[src/rtl/reset_seq_pkg.sv]
// rtl/reset_seq_pkg.sv - shared types and constants for the reset sequencer
//
// Purpose: state encoding, lock-loss counter width and the sequencing
//          counter width function used by reset_sequencer.
// Ports:   none (package).
package reset_seq_pkg;

   typedef enum logic [1:0] {
      HOLD    = 2'd0,
      STABLE  = 2'd1,
      RELEASE = 2'd2,
      RUN     = 2'd3
   } seq_state_e;

   localparam int LOCK_CNT_W = 8;

   // Wide enough for the larger of the lock-stable window and the full
   // release ramp, plus one bit of headroom for the increment on exit.
   function automatic int seq_cnt_width(input int lock_stable, input int n_dom, input int stage);
      int m;
      m = (lock_stable > n_dom * stage) ? lock_stable : n_dom * stage;
      return $clog2(m) + 1;
   endfunction

endpackage

[src/rtl/sync_ff.sv]
// rtl/sync_ff.sv - single-bit multi-flop input synchroniser
//
// Purpose: brings an asynchronous level into the clk domain.
// Ports:   clk  - sampling clock
//          rst  - synchronous active-high reset, clears every stage to 0
//          d_i  - asynchronous input
//          q_o  - synchronised output, STAGES cycles behind d_i
module sync_ff #(
   parameter int STAGES = 2
) (
   input  logic clk,
   input  logic rst,
   input  logic d_i,
   output logic q_o
);

   logic [STAGES-1:0] sync_q;

   always_ff @(posedge clk) begin
      if (rst) begin
         sync_q <= '0;
      end else begin
         sync_q <= {sync_q[STAGES-2:0], d_i};
      end
   end

   assign q_o = sync_q[STAGES-1];

endmodule

[src/rtl/reset_sequencer.sv]
// rtl/reset_sequencer.sv - staged multi-domain reset release after PLL lock
//
// Purpose: synchronises the board button and PLL lock, waits for a stable
//          lock window, then releases N_DOMAINS active-low resets in index
//          order at fixed spacing. Any loss of "good" re-asserts all domains.
//          Optional button debounce is compiled in with RESET_SEQ_DEBOUNCE_EN.
// Ports:   clk             - system clock
//          rst             - synchronous active-high reset
//          btn_rst_n_i     - asynchronous board reset button, active low
//          pll_locked_i    - asynchronous PLL lock
//          sw_rst_req_i    - synchronous one-cycle software reset request
//          rst_n_o         - per-domain active-low resets, bit 0 released first
//          all_released_o  - every domain released
//          state_o         - current sequencer state
//          lock_lost_cnt_o - saturating count of lock falling edges
module reset_sequencer
   import reset_seq_pkg::*;
#(
   parameter int N_DOMAINS          = 3,
   parameter int STAGE_CYCLES       = 16,
   parameter int LOCK_STABLE_CYCLES = 256,
   parameter int SYNC_STAGES        = 2,
   parameter int DEBOUNCE_CYCLES    = 1024
) (
   input  logic                  clk,
   input  logic                  rst,
   input  logic                  btn_rst_n_i,
   input  logic                  pll_locked_i,
   input  logic                  sw_rst_req_i,
   output logic [N_DOMAINS-1:0]  rst_n_o,
   output logic                  all_released_o,
   output logic [1:0]            state_o,
   output logic [LOCK_CNT_W-1:0] lock_lost_cnt_o
);

   localparam int CNT_W = seq_cnt_width(LOCK_STABLE_CYCLES, N_DOMAINS, STAGE_CYCLES);
   localparam logic [CNT_W-1:0] STABLE_LAST  = CNT_W'(LOCK_STABLE_CYCLES - 1);
   localparam logic [CNT_W-1:0] RELEASE_LAST = CNT_W'(N_DOMAINS * STAGE_CYCLES - 1);

   if (N_DOMAINS < 1 || N_DOMAINS > 8 || STAGE_CYCLES < 1 || LOCK_STABLE_CYCLES < 1 ||
       SYNC_STAGES < 2 || DEBOUNCE_CYCLES < 1) begin : g_param_check
      $error("reset_sequencer: parameter out of range");
   end

   logic btn_sync;
   logic lock_s;
   logic btn_s;
   logic good;

   sync_ff #(.STAGES(SYNC_STAGES)) u_sync_btn (
      .clk (clk),
      .rst (rst),
      .d_i (btn_rst_n_i),
      .q_o (btn_sync)
   );

   sync_ff #(.STAGES(SYNC_STAGES)) u_sync_lock (
      .clk (clk),
      .rst (rst),
      .d_i (pll_locked_i),
      .q_o (lock_s)
   );

`ifdef RESET_SEQ_DEBOUNCE_EN
   localparam int DB_W = $clog2(DEBOUNCE_CYCLES) + 1;
   localparam logic [DB_W-1:0] DB_LAST = DB_W'(DEBOUNCE_CYCLES - 1);

   logic            btn_db_q;
   logic [DB_W-1:0] db_cnt_q;

   // The debounced copy starts as "pressed" so the domains stay held until
   // the button has been seen released for a full window.
   always_ff @(posedge clk) begin
      if (rst) begin
         btn_db_q <= 1'b0;
         db_cnt_q <= '0;
      end else if (btn_sync == btn_db_q) begin
         db_cnt_q <= '0;
      end else if (db_cnt_q == DB_LAST) begin
         btn_db_q <= btn_sync;
         db_cnt_q <= '0;
      end else begin
         db_cnt_q <= db_cnt_q + DB_W'(1);
      end
   end

   assign btn_s = btn_db_q;
`else
   assign btn_s = btn_sync;
`endif

   assign good = lock_s & btn_s & ~sw_rst_req_i;

   seq_state_e            state_q, state_d;
   logic [CNT_W-1:0]      cnt_q, cnt_d;
   logic [N_DOMAINS-1:0]  rst_n_q, rst_n_d;
   logic                  all_rel_q;
   logic                  lock_prev_q;
   logic [LOCK_CNT_W-1:0] lock_lost_q;

   always_comb begin
      state_d = state_q;
      cnt_d   = cnt_q;
      rst_n_d = rst_n_q;
      // Not-good wins over every transition, including terminal counts.
      if (!good) begin
         state_d = HOLD;
         cnt_d   = '0;
         rst_n_d = '0;
      end else begin
         case (state_q)
            HOLD: begin
               state_d = STABLE;
               cnt_d   = '0;
               rst_n_d = '0;
            end
            STABLE: begin
               if (cnt_q == STABLE_LAST) begin
                  state_d = RELEASE;
                  cnt_d   = '0;
               end else begin
                  cnt_d = cnt_q + CNT_W'(1);
               end
            end
            RELEASE: begin
               cnt_d = cnt_q + CNT_W'(1);
               for (int k = 0; k < N_DOMAINS; k++) begin
                  if (cnt_q == CNT_W'((k + 1) * STAGE_CYCLES - 1)) begin
                     rst_n_d[k] = 1'b1;
                  end
               end
               if (cnt_q == RELEASE_LAST) begin
                  state_d = RUN;
                  cnt_d   = '0;
               end
            end
            RUN: begin
               rst_n_d = '1;
            end
            default: begin
               state_d = HOLD;
               cnt_d   = '0;
               rst_n_d = '0;
            end
         endcase
      end
   end

   always_ff @(posedge clk) begin
      if (rst) begin
         state_q     <= HOLD;
         cnt_q       <= '0;
         rst_n_q     <= '0;
         all_rel_q   <= 1'b0;
         lock_prev_q <= 1'b0;
         lock_lost_q <= '0;
      end else begin
         state_q     <= state_d;
         cnt_q       <= cnt_d;
         rst_n_q     <= rst_n_d;
         all_rel_q   <= &rst_n_d;
         lock_prev_q <= lock_s;
         if (lock_prev_q && !lock_s && (lock_lost_q != '1)) begin
            lock_lost_q <= lock_lost_q + LOCK_CNT_W'(1);
         end
      end
   end

   assign rst_n_o         = rst_n_q;
   assign all_released_o  = all_rel_q;
   assign state_o         = state_q;
   assign lock_lost_cnt_o = lock_lost_q;

endmodule

[config.mk]
export PLATFORM = sky130hd
export DESIGN_NAME = reset_sequencer
export DESIGN_NICKNAME = d
export VERILOG_FILES = /design/src/rtl/reset_seq_pkg.sv /design/src/rtl/sync_ff.sv /design/src/rtl/reset_sequencer.sv
export SDC_FILE = /design/constraint.sdc
export NUM_CORES = 1
export LEC_CHECK = 0
export ABC_AREA = 1
export BUFFER_PORTS_ARGS = -buffer_cell sky130_fd_sc_hd__buf_2
export CORE_ASPECT_RATIO = 1.5
export CORE_UTILIZATION = 35
export DETAILED_ROUTE_END_ITERATION = 8
export HOLD_SLACK_MARGIN = 0.15
export RECOVER_POWER = 50
export SYNTH_ARGS = -nofsm -noshare
export SYNTH_HDL_FRONTEND = slang
export SYNTH_SLANG_ARGS = --single-unit
[constraint.sdc]
create_clock -name clk -period 1.8 [get_ports clk]
set_input_delay 0.27 -clock clk [delete_from_list [all_inputs] [get_ports clk]]
set_output_delay 0.27 -clock clk [all_outputs]
set_load 0.01 [all_outputs]
# [Word-level counts from Yosys, hierarchy flattened]
# Index checks and enable logic that the tools add are counted.
[op_classes] eq_ne=10 bitwise_logic=4 n_mux=11 reduce_logical=8 add_sub_neg=2
[ops] op="one-hot mux 9 bit (3 select lines)" count=1
[ops] op="2-to-1 mux 9 bit" count=2
[ops] op="adder 9 x 1 -> 9 bit (second input constant)" count=1
[ops] op="== test 9 x 4 -> 1 bit (second input constant)" count=1
[ops] op="== test 9 x 5 -> 1 bit (second input constant)" count=1
[ops] op="== test 9 x 6 -> 1 bit (second input constant)" count=1
[ops] op="== test 9 x 8 -> 1 bit (second input constant)" count=1
[ops] op="one-hot mux 3 bit (3 select lines)" count=1
[ops] op="adder 8 x 1 -> 8 bit (second input constant)" count=1
[ops] op="!= test 8 bit (second input constant)" count=1
[ops] op="one-hot mux 2 bit (3 select lines)" count=1
[ops] op="AND reduction 3 bit" count=2
[ops] op="== test 2 bit (second input constant)" count=2
[ops] op="2-to-1 mux 2 bit" count=2
[ops] op="!= test 2 bit (second input constant)" count=2
[ops] op="2-to-1 mux 1 bit" count=3
[ops] op="2-to-1 mux 3 bit" count=1
[ops] op="nonzero test 3 bit" count=1
[ops] op="AND 1 bit" count=2
[ops] op="== test 2 x 1 -> 1 bit (second input constant)" count=1
[ops] op="logical AND 1 bit" count=2
[ops] op="zero test 2 bit" count=1
[ops] op="NOT 1 bit" count=2
[ops] op="OR reduction 2 bit" count=1
[ops] op="zero test 1 bit" count=1
[word_totals] output_inout_bits=14 register_bits=28 word_cells=43 inputBits=5

# [Longest topological paths before layout]
# Gate-level depths: netlist of run 1.
[logic_depth] word_depth=5 ltp_mapped=13 depth_no_buf=13

# [Cells and area by module]
# From an unflattened synthesis of run 1, not the netlist that was laid out.
[hier_totals] cells_unflattened=204 hier_area_um2=1426.4
[modules_own_cells] module="reset_sequencer" cells_each=192 instances=1 area_each_um2=1316.3
[modules_own_cells] module="sync_ff" cells_each=6 instances=2 area_each_um2=55.1

# [Worst setup path before layout of run 1]
# Ideal clock, no wire load.
[synth_path] path_kind="reg-to-reg" startpoint="reg cnt_q[0]" endpoint="reg state_q[0], in the netlist state_o[0]" arrival_ps=1586 slack_ps=101 synth_period_minus_slack_ps=1699 stages_incl_launch_ff=13 n_path_buf=0 path_cell_list="dfxtp_1 > ha_1 > nand2_2 > nor2_1 > nand2_1 > nor2_1 > nand2_1 > inv_1 > ha_1 > or2_1 > nand3_4 > nor2_1 > nor2_1"
[synth_via] elab_chain_cells=3
[synth_lines] item="start: declaration" line="reset_sequencer.sv:95" text="logic [CNT_W-1:0] cnt_q, cnt_d;"
[synth_lines] item="start signal: assignment" line="reset_sequencer.sv:159" text="cnt_q <= cnt_d;"
[synth_lines] item="== test 9 x 6 -> 1 bit / == test 9 x 8 -> 1 bit (equally long branches)" line="reset_sequencer.sv:132, reset_sequencer.sv:118"
[synth_lines] item="!= test 2 bit (no line)"
[synth_lines] item="AND reduction 3 bit (no line) *"
[synth_lines] item="end signal: assignment" line="reset_sequencer.sv:158" text="state_q <= state_d;"
[synth_lines] item="end: declaration" line="reset_sequencer.sv:94" text="seq_state_e state_q, state_d;"
# Mark *: on every way between the ends. The rest lies on a longest branch, timed or not.
# A chain may end at the register's enable or synchronous reset.

# [Worst setup path in the final report of run 1]
[layout_path] startpoint="reg cnt_q[1]" endpoint="reg state_q[0], in the netlist state_o[0]"
# Same word-level chain as after synthesis.

==> reports/results.ini, run 1 <==
[sta]
finalMaxSlewViolations=0
finalHoldViolCount=0
min_period_ns=1.650
hold_ws_ns=0.1779
max_freq_ghz=0.6061
worst_pin_slew_ns=0.3205
timing.final.crit_share=0.9166
slew_headroom=0.7863
fin_skew_ns=0.004156
rsz0062_at_grt=true
setup_viol=0
setup_ws_ns=0.1502

[synthesis]
synth_top_cell_area_share=0.3696
synth_warnings=0
ys_ff_latch=28
synth_fp_nets=221
syn_avg_cell_area_um2=7.291
ys_seq_area_frac=0.3696
synth_area_mm2=0.001516
syn_inst=208
synth_top_area_cell=dfxtp_1
synth.area.top_cells=dfxtp_1 (37%), nor2_1 (9.2%), nand2_1 (8.9%)
ys_types=26

[place]
preCtsSetupSlack_ns=-0.02433
port_buffers=18
hpwlAfterDp_um=2332
gp_congestion=0.7831
placed_area_mm2=0.001678

[pwr]
powerDensity_mw_per_mm2=652.1
vdd_ir_drop_max_uv=489.8
total_power_mw=1.165
p_leak_nw=0.7559

[worst_setup_path]
startpoint_type=register
worstSetupPathType=register to register
path_max_fanout=5
end_kind=register
required_ns=2.03
crit_arrival_ns=1.88

[floorplan]
io_pins=19
rows=29
coreArea_mm2=0.004209
die_y_um=82.62
dieArea_mm2=0.004605
start_util=0.3603
chipWidth_um=55.75

[grt]
grt_max_degree=17
grt_usage=0.1402
grt_pass1_wl_um=5050
grt.overflow.total=0
antenna_found_initial=0
grt_pass1_vias=1211

[outcome]
status=finished clean

[finish]
finalInstanceArea_mm2=0.001787
finalCoreUtilization=0.4245
nets=249
antennaDiodeCount=0
final_common_cell=nand2_1
final_layout_size_suffix_gt1_frac=0.1915
layout_common_cells=nand2_1 (36), nor2_1 (35), inv_1 (33)
fillCellCount=445
areaGrowthSynthToFinish_pct=17.82

[clock_tree]
htree_levels=1
cts_hold_buf=0
clk_latency_ns=0.28
cts_tree=done
cts_sinks=28
clk_pin_slew_ns=0.10
numCtsBuffers=3
root_buffer=clkbuf_8
clk_path_buf_depth=2

[routing]
ant_nets=0
vias=1330
drt-pass1-iter-count=4
drt-vias-per-instance=4.733
first_iter_violations=14
wl_per_cell_um=10.64
wl_um=2989
drc=0

[run]
timing.max_cap.violations=0

[hold_path]
hold_class=input port to register

## synth_stat cells, drive strengths merged
| cell type | count |
|---|---|
| a21oi | 10 |
| and2 | 1 |
| or2 | 2 |
| nor3 | 1 |
| nand2 | 42 |
| inv | 36 |
| xor2 | 5 |
| a211oi | 1 |
| buf | 2 |
| dfxtp | 28 |
| nand4 | 5 |
| ha | 8 |
| nor2 | 44 |
| o21ai | 8 |
| nand3 | 15 |
## registers in the layout (all words and copies together), names as in the netlist
signal	flops
u_sync_lock.sync_q	2
cnt_q	9
lock_prev_q	1
state_o	2
lock_lost_cnt_o	8
all_released_o	1
u_sync_btn.sync_q	2
rst_n_o	3
## cell type report
type	count	area, µm²	share of cell area
clock buffers	3	41.29	0.02311
clock inverters	1	30.03	0.01681
flip-flops and latches	28	563.0	0.3151
well taps	46	57.56	0.03221
repair buffers	25	122.6	0.06863
multi-input cells	142	837.1	0.4685
inverters	36	135.1	0.07563
## critical path, stage by stage, from the launching register on
cell	delay, ns
dfxtp_2	0.36
ha_4	0.15
nand2_4	0.06
nor2_4	0.10
nand2_2	0.06
nor2_2	0.11
nand2_1	0.07
inv_1	0.06
ha_1	0.14
or2_4	0.13
nand3_4	0.10
nand2_2	0.09
nand2_1	0.05
nor2_1	0.11
## where the power goes
| group | internal [mW] | leakage, nW | switching, mW |
|---|---|---|---|
| Sequential | 0.625 | 0.227 | 0.00236 |
| Clock | 0.298 | 0.0357 | 0.214 |
| Combinational | 0.00850 | 0.493 | 0.0173 |
| Total | 0.932 | 0.756 | 0.234 |
## kinds of logic after synthesis
logic type	share of synthesized area
adder cells (fa/ha/maj)	0.06601
flip-flops	0.3696
XOR/XNOR	0.02888
buffers and inverters	0.09983
AO/OA/AOI/OAI	0.07425
AND/OR/NAND/NOR	0.3614
## metrics by stage
step                      instances   TNS, ns
after floorplan                 208         0
after global placement          274         0
after detailed placement        274   -0.1127
after CTS                       278         0
after global routing            281  -0.01429
final                           281         0
## worst paths after layout
path / cells past startpoint / from / end / slack, ns
setup / recovery: 13 / cnt_q[1]$_SDFFE_PP0P_ / state_o[0]$_SDFFE_PP0P_ / 0.15
hold / removal: 3 / btn_rst_n_i / u_sync_btn.sync_q[0]$_SDFF_PP0_ / 0.18
setup reg to reg: 13 / cnt_q[1]$_SDFFE_PP0P_ / state_o[0]$_SDFFE_PP0P_ / 0.15
hold reg to reg: 2 / u_sync_btn.sync_q[0]$_SDFF_PP0_ / u_sync_btn.sync_q[1]$_SDFF_PP0_ / 0.41
## layer usage
layer / part of all wire / up-vias / track usage / wire length [µm]
met4: 0.017 / 0 / 0.06750 / 52
li1: - / 699 / - / -
met5: 0 / - / 0 / 0
met1: 0.42 / 611 / 0.1403 / 1265
met3: 0.018 / 6 / 0.01869 / 53
met2: 0.54 / 14 / 0.2831 / 1617
## what timing repair did
action,CTS,global route
setup endpoints to repair,11,11
gates cloned,0,0
buffers inserted,0,3
pin swaps,0,7
gates resized for setup,2,9
endpoints found under the hold margin,0,0
Power figures use the tool's default switching activity.
==> run 2, diff against run 1 <==
--- a/config.mk
+++ b/config.mk
@@ -5,7 +5,6 @@
 export SDC_FILE = /design/constraint.sdc
 export NUM_CORES = 1
 export LEC_CHECK = 0
-export ABC_AREA = 1
 export BUFFER_PORTS_ARGS = -buffer_cell sky130_fd_sc_hd__buf_2
 export CORE_ASPECT_RATIO = 1.5
 export CORE_UTILIZATION = 35
==> reports/results.ini, run 2 <==
[synthesis]
synth_warnings=0
synth_top_area_cell=dfxtp_1
async_flop_share=0
syn_avg_cell_area_um2=9.148
ys_ff_latch=28
synth_area_mm2=0.001381
yosysMostFrequentCell=dfxtp_1
yosys_most_used_dff=dfxtp_1
synth-edff-count=0
synth_top_cell_area_share=0.4058
synth_fp_nets=164
synth_commonest_cells=dfxtp_1 (28), nor2_1 (18), inv_1 (9)
ys_seq_area_frac=0.4058
synth.area.top_cells=dfxtp_1 (41%), ha_1 (7.2%), nor2_1 (4.9%)
ys_types=40
syn_inst=151

[finish]
largest_reg_flops=9
nets=200
max_flop_register=cnt_q
layout_common_cells=dfxtp_1 (26), nor2_1 (17), buf_4 (15)
finalInstanceArea_mm2=0.001738
areaGrowthSynthToFinish_pct=25.82
fin_cells=229
final_common_cell=dfxtp_1
final_layout_size_suffix_gt1_frac=0.2419
antennaDiodeCount=0

[clock_tree]
root_buffer=clkbuf_8
cts_tree=done
htree_levels=1
clk_path_buf_depth=2
numCtsBuffers=3
cts_sinks=28
clk_pin_slew_ns=0.10
clk_latency_ns=0.28

[worst_setup_path]
r2r-start=cnt_q[0]$_SDFFE_PP0P_
crit_arrival_ns=2.04
end_kind=register
crit_start=cnt_q[0]$_SDFFE_PP0P_
worst_path_dominant_cell_family=simple AND/OR/NAND/NOR gates
path_buf_inv=1
cp_slowest_cell=a221o_2
r2r_slack_ns=-0.008
slowest_delay_ns=0.42
worst-r2r-cell-count=9
startpoint_type=register
worstSetupPathType=register to register
path_max_fanout=6
required_ns=2.03
worst_path_most_repeated_cell=ha_4
cp_cell_sequence=ha_4 > nand4_1 > or2_4 > inv_2 > ha_4 > nand2b_4 > and2_4 > a221o_2 > nor2_1
r2r_end=cnt_q[6]$_SDFFE_PP0P_

[grt]
grt_usage=0.1642
grt_pass1_wl_um=5230
grt_pass1_vias=1198
grt.overflow.total=0
grt_max_degree=18
grt_util_met1=0.1906
grt_use_met2=0.2875
grt_use_met3=0.03257
antenna_found_initial=0
busiest_layer=met2

[place]
preCtsSetupSlack_ns=-0.1173
placed_area_mm2=0.001593
port_buffers=18
placed_cells=221
hpwlAfterDp_um=2280
gp_congestion=0.8215

[routing]
wl_per_cell_um=13.82
vias=1209
first_iter_violations=15
ant_nets=0
drt-pass1-iter-count=4
drc=0
wl_um=3164
drt-vias-per-instance=5.279

[floorplan]
io_pins=19
chipWidth_um=53.30
rows=27
coreArea_mm2=0.003716
dieArea_mm2=0.004207
die_y_um=78.94
start_util=0.3717

[hold_path]
holdPathEnd=u_sync_btn.sync_q[0]$_SDFF_PP0_
worstHoldStart=btn_rst_n_i
hold_class=input port to register
worstHoldPathCells=2

[sta]
fin_skew_ns=0.009049
setup_ws_ns=-0.008416
worst_pin_slew_ns=0.7560
finalMaxSlewViolations=0
setup_viol=3
timing.final.crit_share=1.005
rsz0062_at_grt=true
final.setup.tns_ns=-0.01325
max_freq_ghz=0.5530
slew_headroom=0.4960
finalHoldViolCount=0
min_period_ns=1.808

[outcome]
status=finished, violations left
failed_checks=negative setup slack

[pwr]
total_power_mw=1.154
powerDensity_mw_per_mm2=664.1
p_leak_nw=0.6804
vdd_ir_drop_max_uv=379.0

[run]
timing.max_cap.violations=0

-- run 2: cell count changes after synthesis, sizes merged, moves of 4 or more --
cell    before  now
nand2b       0    4
nand3       15    6
nor2b        0    8
nor3         1    7
nor2        44   18
inv         36    9
nand2       42    5
and3         0    5
o21ai        8    2
-- run 2: what timing repair did --
| action | 4_1_cts | 5_1_grt |
|---|---|---|
| setup endpoints to repair | 9 | 12 |
| pin swaps | 9 | 9 |
| resized for setup | 4 | 10 |
| buffers inserted | 2 | 2 |
| hold buffers | 0 | 0 |
-- run 2: logic make-up (layout without fill, tap and decap cells) --
kind of cell | count (synthesis) | in the layout | share of synthesized area
AO/OA/AOI/OAI | 24 | 24 | 0.1322
XOR/XNOR | 9 | 9 | 0.05707
adder cells (fa/ha/maj) | 8 | 8 | 0.07247
buffers and inverters | 12 | 47 | 0.04528
flip-flops | 28 | 28 | 0.4058
multiplexers | 1 | 1 | 0.007247
AND/OR/NAND/NOR | 69 | 69 | 0.2799
-- run 2: worst max-delay path by stage --
stage | endpoint | slack [ns] | depth (start not counted)
6_report | cnt_q[6]$_SDFFE_PP0P_ | -0.008 | 9
3_3_place_gp | cnt_q[4]$_SDFFE_PP0P_ | -0.01 | 9
4_1_cts | cnt_q[3]$_SDFFE_PP0P_ | 0.005 | 9
5_1_grt | cnt_q[7]$_SDFFE_PP0P_ | -0.1 | 9
3_5_place_dp | cnt_q[6]$_SDFFE_PP0P_ | -0.12 | 9
2_1_floorplan | cnt_q[2]$_SDFFE_PP0P_ | 0.008 | 9
-- run 2: final cells by class --
class                           count  area (µm²)
Clock buffer                        3       41.29
Clock inverter                      1       30.03
Fill cell                         369        1978
Inverter                            9       33.78
Multi-Input combinational cell    111       824.5
Sequential cell                    28       563.0
Tap cell                           43       53.80
Timing Repair Buffer               34       191.4
-- run 2: routing by layer --
metal,part of all wire,up-vias
li1,-,611
met1,0.44,577
met2,0.52,17
met3,0.029,4
met4,0.012,0
met5,0,-
-- run 2: through the flow --
step	hold WS, ns	utilization
3_3_place_gp	0.4207	0.4286
3_5_place_dp	0.4393	0.4286
4_1_cts	0.1953	0.4576
2_1_floorplan	0.3982	-
6_report	0.1907	0.4677
5_1_grt	0.1869	0.4677
-- run 2: where the power goes --
group,internal [mW],switching (mW),total [mW]
logic,0.0106,0.0129,0.0236
clock network,0.298,0.204,0.502
registers,0.625,0.00373,0.628
total,0.933,0.221,1.15
==> run 3, diff against run 2 <==
--- a/config.mk
+++ b/config.mk
@@ -6,11 +6,14 @@
 export NUM_CORES = 1
 export LEC_CHECK = 0
 export BUFFER_PORTS_ARGS = -buffer_cell sky130_fd_sc_hd__buf_2
+export CAP_MARGIN = 10
 export CORE_ASPECT_RATIO = 1.5
+export CORE_MARGIN = 8
 export CORE_UTILIZATION = 35
 export DETAILED_ROUTE_END_ITERATION = 8
 export HOLD_SLACK_MARGIN = 0.15
 export RECOVER_POWER = 50
+export SKIP_CTS_REPAIR_TIMING = 1
 export SYNTH_ARGS = -nofsm -noshare
 export SYNTH_HDL_FRONTEND = slang
 export SYNTH_SLANG_ARGS = --single-unit
==> reports/results.ini, run 3 (synthesis gave the netlist of run 2 again) <==
[pwr]
sw_frac_of_total=0.1987
vdd_ir_drop_max_uv=354.1
p_int_mw=0.7847
clock_power_share=0.335
p_comb_frac=0.023
p_switching_mw=0.1946
p_leak_nw=0.6633
powerDensity_mw_per_mm2=576.8
pwr-share-seq=0.642

[worst_setup_path]
crit_arrival_ns=2.04
worst_path_most_repeated_cell=ha_4
slowest_delay_ns=0.40
worst_path_dominant_cell_family=simple AND/OR/NAND/NOR gates
path_buf_inv=1
path_max_fanout=6
startpoint_type=register
required_ns=2.01
r2r_slack_ns=-0.03
end_kind=register
cp_cell_sequence=ha_4 > nand4_1 > or2_4 > inv_2 > ha_4 > nand2b_4 > and2_4 > a221o_2 > nor2_2
worstSetupPathType=register to register
cp_slowest_cell=a221o_2

[place]
gp_congestion=0.8985
port_buffers=18
hpwlAfterDp_um=2465
placed_cells=222
preCtsSetupSlack_ns=-0.1266

[sta]
rsz0062_at_grt=true
setup_viol=6
min_period_ns=1.834
hold_ws_ns=0.2131
fin_skew_ns=0.004245
finalHoldViolCount=0
timing.final.crit_share=1.019
worst_pin_slew_ns=0.7233
setup_ws_ns=-0.03428
max_freq_ghz=0.5452
slew_headroom=0.5178
finalMaxSlewViolations=0

[floorplan]
coreArea_mm2=0.003854
dieArea_mm2=0.006254
io_pins=19
start_util=0.3584
die_y_um=92.94
rows=28
chipWidth_um=67.30

[hold_path]
hold_class=input port to register

[finish]
seqCellArea_um2=563.0
multi_input_area_um2=813.3
max_flop_register=cnt_q
finalCoreUtilization=0.4406
fillCellCount=405
final_layout_size_suffix_gt1_frac=0.2216
antennaDiodeCount=0
largest_reg_flops=9
final_common_cell=dfxtp_1
areaGrowthSynthToFinish_pct=22.92
layout_common_cells=dfxtp_1 (26), nor2_1 (15), buf_4 (15)
fin_cells=230
nets=200

[grt]
busiest_layer=met2
grt.overflow.total=0
antenna_found_initial=0
grt_max_degree=18
grt_util_met1=0.1108
grt_pass1_wl_um=5299
grt_use_met2=0.1841
grt_usage=0.1049
grt_use_met3=0.02297
grt_pass1_vias=1255

[outcome]
status=finished, violations left
failed_checks=negative setup slack

[clock_tree]
numCtsBuffers=3
cts_tree=done
root_buffer=clkbuf_8
clk_latency_ns=0.27
clk_pin_slew_ns=0.08
clk_path_buf_depth=2
cts_sinks=28
htree_levels=1

[routing]
vias=1226
wl_um=3200
wl_per_cell_um=13.91
drc=0
drt-vias-per-instance=5.330
drt-pass1-iter-count=4
first_iter_violations=33
ant_nets=0

[run]
timing.max_cap.violations=0

-- run 3: cell count changes in the layout (fill, tap and decap cells not counted), sizes merged --
cell	before	now
buf	21	20
bufinv	1	0
clkbuf	16	17
-- run 3: path summary, 6_finish.rpt --
kind	startpoint	endpoint	cells after the start
worst max register to register	cnt_q[0]$_SDFFE_PP0P_	cnt_q[4]$_SDFFE_PP0P_	9
worst min-delay path	btn_rst_n_i	u_sync_btn.sync_q[0]$_SDFF_PP0_	2
worst max-delay path	cnt_q[0]$_SDFFE_PP0P_	cnt_q[4]$_SDFFE_PP0P_	9
worst min register to register	u_sync_btn.sync_q[0]$_SDFF_PP0_	u_sync_btn.sync_q[1]$_SDFF_PP0_	1
-- run 3: cell type report --
class                      instances  share of cell area
multi-input combinational        111              0.4790
sequential                        28              0.3316
timing repair buffer              34              0.1120
tap                               45             0.03316
clock buffer                       3             0.02432
inverter                           9             0.01990
-- run 3: routing by layer --
| metal | routed length (µm) | vias to the layer above |
|---|---|---|
| li1 | - | 610 |
| met1 | 1324 | 571 |
| met2 | 1640 | 31 |
| met3 | 119 | 14 |
| met4 | 115 | 0 |
| met5 | 0 | - |
-- run 3: power groups by stage --
stage          clock (mW)  combinational (mW)  sequential, mW
6_report            0.328              0.0228           0.628
2_1_floorplan           0              0.0162           0.642
3_3_place_gp            0              0.0233           0.643
3_5_place_dp            0              0.0241           0.643
4_1_cts             0.346              0.0242           0.629
5_1_grt             0.366              0.0257           0.630
-- run 3: metrics by stage --
step	instance area, µm²	power [mW]	setup TNS [ns]
after CTS	1629	0.9993	-0.9900
after global placement	1588	0.6659	-0.3012
after detailed placement	1588	0.6673	-0.7557
after floorplan	1388	0.6587	0
after global routing	1698	1.022	-0.8602
final	1698	0.9793	-0.1372
